==> config.mk <==
export PLATFORM = sky130hd
export DESIGN_NAME = pulse_pacer
export DESIGN_NICKNAME = d
export VERILOG_FILES = /design/src/rtl/pulse_pacer.sv
export SDC_FILE = /design/constraint.sdc
export NUM_CORES = 1
export LEC_CHECK = 0
export ABC_AREA = 1
export CAP_MARGIN = 5
export CORE_AREA = 5 5 42 44
export DETAILED_ROUTE_END_ITERATION = 12
export DIE_AREA = 0 0 47 49
export DONT_BUFFER_PORTS = 1
export PLACE_DENSITY = 0.77
export SKIP_CTS_REPAIR_TIMING = 1
export SYNTH_ARGS = -nofsm -noshare
export SYNTH_HDL_FRONTEND = slang
export SYNTH_SLANG_ARGS = --single-unit
==> constraint.sdc <==
create_clock -name i_clk -period 1.5 [get_ports i_clk]
set_clock_uncertainty 0.1 [all_clocks]
set_input_delay 0.225 -clock i_clk [delete_from_list [all_inputs] [get_ports i_clk]]
set_output_delay 0.225 -clock i_clk [all_outputs]
set_load 0.01 [all_outputs]
==> src/rtl/pulse_pacer.sv <==
// Queues single-cycle event pulses and re-emits them spaced at least MIN_GAP cycles
// apart, so a downstream toggle synchronizer never merges or drops events.
module pulse_pacer #(
    parameter int unsigned MIN_GAP = 16,
    parameter int unsigned CNT_W   = 4
) (
    input  logic             i_clk,
    input  logic             rst,
    input  logic             i_pulse,
    input  logic             i_clr_ovf,
    output logic             o_pulse,
    output logic [CNT_W-1:0] o_pending,
    output logic             o_busy,
    output logic             o_ovf
);

    localparam int unsigned      GAP_W    = $clog2(MIN_GAP);
    localparam logic [CNT_W-1:0] CNT_MAX  = {CNT_W{1'b1}};
    localparam logic [GAP_W-1:0] GAP_LOAD = GAP_W'(MIN_GAP - 2);

    typedef enum logic [1:0] {
        IDLE,
        FIRE,
        GAP
    } state_t;

    state_t           state_q;
    state_t           state_d;
    logic [GAP_W-1:0] gap_q;
    logic [GAP_W-1:0] gap_d;
    logic [CNT_W-1:0] cnt_d;
    logic             ovf_d;
    logic             drop;
    logic             dec;

    // State, gap counter, pending count and registered outputs
    always_ff @(posedge i_clk) begin
        if (rst) begin
            state_q   <= IDLE;
            gap_q     <= '0;
            o_pending <= '0;
            o_ovf     <= 1'b0;
            o_pulse   <= 1'b0;
            o_busy    <= 1'b0;
        end else begin
            state_q   <= state_d;
            gap_q     <= gap_d;
            o_pending <= cnt_d;
            o_ovf     <= ovf_d;
            o_pulse   <= (state_d == FIRE);
            o_busy    <= (state_d != IDLE) || (cnt_d != '0);
        end
    end

    // Next-state, gap countdown and saturating pending count
    always_comb begin
        state_d = state_q;
        gap_d   = gap_q;
        cnt_d   = o_pending;
        ovf_d   = o_ovf;
        drop    = 1'b0;
        dec     = (state_q == FIRE);

        case (state_q)
            IDLE: begin
                if (i_pulse || (o_pending != '0)) begin
                    state_d = FIRE;
                end
            end
            FIRE: begin
                state_d = GAP;
                gap_d   = GAP_LOAD;
            end
            GAP: begin
                if (gap_q == '0) begin
                    state_d = (i_pulse || (o_pending != '0)) ? FIRE : IDLE;
                end else begin
                    gap_d = gap_q - GAP_W'(1);
                end
            end
            default: begin
                state_d = IDLE;
            end
        endcase

        // A simultaneous accept and emit leaves the count unchanged, even at max
        if (i_pulse && !dec) begin
            if (o_pending == CNT_MAX) begin
                drop = 1'b1;
            end else begin
                cnt_d = o_pending + CNT_W'(1);
            end
        end else if (!i_pulse && dec) begin
            cnt_d = o_pending - CNT_W'(1);
        end

        if (drop) begin
            ovf_d = 1'b1;
        end else if (i_clr_ovf) begin
            ovf_d = 1'b0;
        end
    end

endmodule

==> results of run 1 <==
==> kinds of logic (layout without fill, tap and decap cells) <==
logic type / Yosys count / in the layout / share of synthesized area
compound gates: 14 / 14 / 0.118
xor+xnor: 3 / 3 / 0.0358
fa+ha+maj: 4 / 4 / 0.0683
buf+inv: 18 / 30 / 0.102
flops: 13 / 13 / 0.355
simple gates: 50 / 50 / 0.321
==> power by group through the flow <==
| stage | logic (W) | registers (W) | clock network (W) |
|---|---|---|---|
| 3_3_place_gp | 0.000739 | 0.000559 | 0 |
| 3_5_place_dp | 0.000759 | 0.000562 | 0 |
| 4_1_cts | 0.000765 | 0.000556 | 0.000231 |
| 6_report | 0.000978 | 0.000592 | 0.000226 |
| 2_1_floorplan | 0.000559 | 0.000559 | 0 |
| 5_1_grt | 0.00109 | 0.000607 | 0.000252 |
==> critical path: cells and delay by family (launching register included) <==
family        cells  cell delay [ns]
simple gates      9             0.68
fa+ha+maj         1             0.16
flops             1             0.39
==> area by class of cell <==
type / instances / area [um2]
Clock buffer: 3 / 22.5
Clock inverter: 1 / 5.00
Fill cell: 119 / 465
Inverter: 16 / 62.6
Multi-Input combinational cell: 71 / 478
Sequential cell: 13 / 270
Tap cell: 16 / 20.0
Timing Repair Buffer: 10 / 77.6
==> flip-flops by register name, summed over array words and instances, names as in the netlist <==
register   flops
state_q        2
o_busy         1
o_ovf          1
o_pending      4
o_pulse        1
gap_q          4
==> per-layer routing <==
metal / up-vias / part of all wire / track usage
met4: 0 / 0.015 / 0.0691
met1: 313 / 0.44 / 0.214
met3: 2 / 0.044 / 0.0406
met2: 17 / 0.50 / 0.210
li1: 351 / - / -
met5: - / 0 / 0
==> worst paths after layout <==
path / start / endpoint / slack [ns] / depth (start not counted)
worst max-delay path: o_pending[0] / o_busy / 0.07 / 10
worst min-delay path: i_clr_ovf / o_ovf / 0.03 / 3
worst max register to register: o_pending[0] / o_busy / 0.07 / 10
worst min register to register: gap_q[0] / gap_q[0] / 0.38 / 1
==> stage by stage <==
step	instances	util	hold slack, ns	setup WS, ns
6_report	130	0.668	0.0333	0.0660
5_1_grt	130	0.668	0.0628	-0.0761
4_1_cts	127	0.584	-0.105	-0.0381
3_5_place_dp	123	0.564	0.198	-0.0209
3_3_place_gp	123	0.564	0.196	-0.0417
2_1_floorplan	102	-	0.306	0.0266
==> cells in the final DEF (no fill, tap or decap), types with 2 or more instances in the layout <==
cell / n
nand2_1: 20
nor2_1: 12
inv_1: 11
dfxtp_1: 9
buf_4: 9
nand3_1: 7
a21oi_1: 6
inv_2: 4
nand2_2: 4
nand3_4: 3
ha_4: 3
clkbuf_4: 3
xnor2_1: 2
o21a_1: 2
dfxtp_4: 2
dfxtp_2: 2
==> reports/metrics.cfg, run 1 <==
[run_status]
status = complete, no violations

[floorplanning]
fp-row-count = 14
start_util = 0.523
io_pins = 11
dieArea_um2 = 2300
die_w_um = 47
dieHeight_um = 49
coreArea_um2 = 1400

[synth]
synth_seq_area_share = 0.355
syn_inst = 102
synthFlopType = dfxtp_1
syn_nets = 110
ys_ff_latch = 13
synth_edf_count = 0
yosysWarningCount = 0
syn_area_per_cell_um2 = 7.19
netlist-cell-type-count = 24
synthesis.area_um2 = 733
synthTopCellsByCount = 22 x nand2_1, 14 x inv_1, 13 x dfxtp_1
synth_top_area_frac = 0.355
yosysMostFrequentCell = nand2_1
synth.largest_area_cell = dfxtp_1
synthTopCellsByArea = dfxtp_1 35%, nand2_1 11%, inv_1 7.2%
async_flop_share = 0

[drt]
totalWireLength_um = 1820
postRouteAntennaNets = 0
drtIter0Drc = 12
dr.pass1.iters = 4
viasPerCell = 5.25
remaining_drc_errors = 0
vias = 683
wl_per_cell_um = 14.0

[power]
switching_share = 0.449
p_leak_nw = 0.450
totalPowerFinal_w = 0.00180
p_sw_w = 0.000806
power_frac_seq = 0.330
pwr-share-comb = 0.545
pwr-share-clk = 0.126
powerDensity_nw_per_um2 = 1920
internal-power_w = 0.000990
peakVddDrop_v = 0.00107

[sta]
fin_tns_setup_ns = 0
setup_violations = 0
fmax_mhz = 697
period_share = 0.956
min_period_ns = 1.43
worst_pin_slew_ns = 0.359
slew_headroom = 0.760
slew_violations = 0
hold_violations = 0
grt_setup_unrepaired = yes

[clocking]
cts_buffers = 3
htree_levels = 1
cts_tree = done
ctsLongestPathBuffers = 2
cts-root-buf = clkbuf_4
clkLatencyLatePin_ns = 0.28
cts.clk_slew.worst_paths_ns = 0.09
cts_sinks = 13

[critical_path]
critical_path_class = reg2reg
worst_setup_path_start_kind = flip-flop
cp_cell_sequence = ha_4 > nand3_4 > nand3_4 > nand2_2 > nand2_2 > nand2_1 > nor2_1 > nand2_1 > nand2_1 > nand2_1
worstPathRequired_ns = 1.58
cp_common_cell = nand2_1
cp.arrival_ns = 1.51
crit_path_end_kind = flip-flop
max_stage_delay_ns = 0.39
critical_path.slowest_cell = dfxtp_4
critPathMaxFanout = 5

[placement]
place.gp.congestion = 0.857
io_buffers = 0
dp_hpwl_um = 1140
dpl_cell_area_um2 = 791

[global_route]
grt_usage = 0.152
grt_pass1_vias = 616
grt_start_max_net_pins = 11
overflow = 0
antenna_found_initial = 0
grt_pass1_wl_um = 2620

[layout]
diodes = 0
area_growth_pct = 27.6
drive_gt1_frac = 0.325
design_area_um2 = 936
final_nets = 123

[min_path]
hold_class = in2reg

[flow_run]
cap_viol_max_count = 0

Note: power is estimated with default switching activity, not from simulation.
==> run 2, diff against run 1 <==
--- a/config.mk
+++ b/config.mk
@@ -7,9 +7,9 @@
 export LEC_CHECK = 0
 export ABC_AREA = 1
 export CAP_MARGIN = 5
-export CORE_AREA = 5 5 42 44
+export CORE_AREA = 2 2 39 41
 export DETAILED_ROUTE_END_ITERATION = 12
-export DIE_AREA = 0 0 47 49
+export DIE_AREA = 0 0 41 43
 export DONT_BUFFER_PORTS = 1
 export PLACE_DENSITY = 0.77
 export SKIP_CTS_REPAIR_TIMING = 1
==> constraint.sdc (replaced) <==
create_clock -name i_clk -period 1.5 [get_ports i_clk]
set_clock_uncertainty 0.1 [all_clocks]
set_input_delay 0.225 -clock i_clk [delete_from_list [all_inputs] [get_ports i_clk]]
set_output_delay 0.225 -clock i_clk [all_outputs]
set_load 0.05 [all_outputs]
==> reports/metrics.cfg, run 2 (synthesis gave the netlist of run 1 again) <==
[clocking]
cts_buffers = 3
cts.clk_slew.worst_paths_ns = 0.09
cts_sinks = 13
clkLatencyLatePin_ns = 0.29
ctsLongestPathBuffers = 2
cts-root-buf = clkbuf_4
htree_levels = 1
cts_tree = done

[critical_path]
timing.rr.end = o_busy
worst_setup_path_start_kind = flip-flop
critical_path_class = reg2reg
worstPathRequired_ns = 1.58
r2r_start = state_q[0]
crit_path_end_kind = flip-flop
r2r_slack_ns = -0.01
cp.arrival_ns = 1.59
critPathMaxFanout = 5
reg2reg_depth = 7

[floorplanning]
dieHeight_um = 43
dieArea_um2 = 1760
fp-row-count = 14
die_w_um = 41
start_util = 0.530
coreArea_um2 = 1380
io_pins = 11

[layout]
design_area_um2 = 976
area_growth_pct = 33.1
layout_commonest_cell = nand2_1
diodes = 0
final_nets = 126
layout_common_cells = 17 x nand2_1, 12 x buf_4, 11 x nor2_1
drive_gt1_frac = 0.410
reg_top3 = gap_q: 4 flops, o_pending: 4 flops, state_q: 2 flops
fillerInstances = 96
register_area_um2 = 273
stdcell_count = 133
multi_input_area_um2 = 493

[min_path]
hold_class = in2reg
hold_path_depth = 2
min_to = gap_q[3]
hold_start = rst

[drt]
remaining_drc_errors = 2
wl_per_cell_um = 14.5
wl_met3_um = 133
drtIter0Drc = 15
dr.pass1.iters = 8
viasPerCell = 5.46
postRouteAntennaNets = 0
vias = 726
totalWireLength_um = 1930
met1_length_um = 795
route.met2.wl_um = 934
routed.top_layer = met4

[sta]
fin_tns_setup_ns = -0.0132
slew_violations = 0
fmax_mhz = 661
worst_slack_ns = -0.0132
setup_violations = 1
period_share = 1.01
worst_pin_slew_ns = 0.499
slew_headroom = 0.667
hold_violations = 0
holdWs_ns = 0.0378
min_period_ns = 1.51

[global_route]
overflow = 0
grt_pass1_wl_um = 2570
antenna_found_initial = 0
grt_pass1_vias = 636
grt_usage = 0.215
grt_start_max_net_pins = 11

[power]
peakVddDrop_v = 0.00122
powerDensity_nw_per_um2 = 2100
p_leak_nw = 0.465

[placement]
dpl_cell_area_um2 = 793
io_buffers = 0
place.gp.congestion = 0.800
dp_cells = 122
dp_hpwl_um = 1120

[run_status]
violations = DRC, setup timing
status = finished, violations left

[flow_run]
cap_viol_max_count = 0

[run 2: cell count changes in the layout (fill, tap and decap cells not counted), sizes merged]
cell / change
buf: +3
[run 2: where the power goes]
group          switching (W)  total, W  internal (W)
combinational       0.000691   0.00115      0.000461
sequential          0.000196  0.000668      0.000471
clock               0.000132  0.000231     0.0000992
[run 2: metal layers]
metal | vias up | track usage
met5 | - | 0
met4 | 0 | 0.0800
met3 | 8 | 0.0733
met2 | 34 | 0.306
met1 | 329 | 0.290
li1 | 355 | -
[run 2: area by class of cell]
class / instances / share of cell area
clock buffer: 3 / 0.0231
clock inverter: 1 / 0.00513
inverter: 16 / 0.0641
multi-input combinational: 71 / 0.505
sequential: 13 / 0.279
tap: 16 / 0.0205
timing repair buffer: 13 / 0.103
[run 2: critical path, stage by stage, from the launching register on]
cell	delay [ns]
dfxtp_1	0.44
inv_2	0.09
nor2_4	0.18
nand2_4	0.09
nor2_2	0.09
xor2_1	0.09
o21ai_1	0.23
nand2_1	0.08
[run 2: how the worst max path moves through the flow]
stage / slack (ns) / to / from / cells past startpoint
floorplan: 0.003 / o_busy / o_pending[0] / 10
global placement: 0.05 / o_busy / o_pending[0] / 9
detailed placement: -0.002 / o_busy / gap_q[0] / 9
CTS: -0.03 / o_busy / gap_q[0] / 9
global route: -0.12 / o_busy / state_q[0] / 7
finish: -0.01 / o_busy / state_q[0] / 7
[run 2: through the flow]
| stage | power [W] | setup WS [ns] | utilization |
|---|---|---|---|
| 3_5_place_dp | 0.00149 | -0.00210 | 0.573 |
| 6_report | 0.00205 | -0.0132 | 0.705 |
| 3_3_place_gp | 0.00146 | 0.0483 | 0.573 |
| 5_1_grt | 0.00219 | -0.118 | 0.705 |
| 4_1_cts | 0.00172 | -0.0265 | 0.593 |
| 2_1_floorplan | 0.00130 | 0.00311 | - |
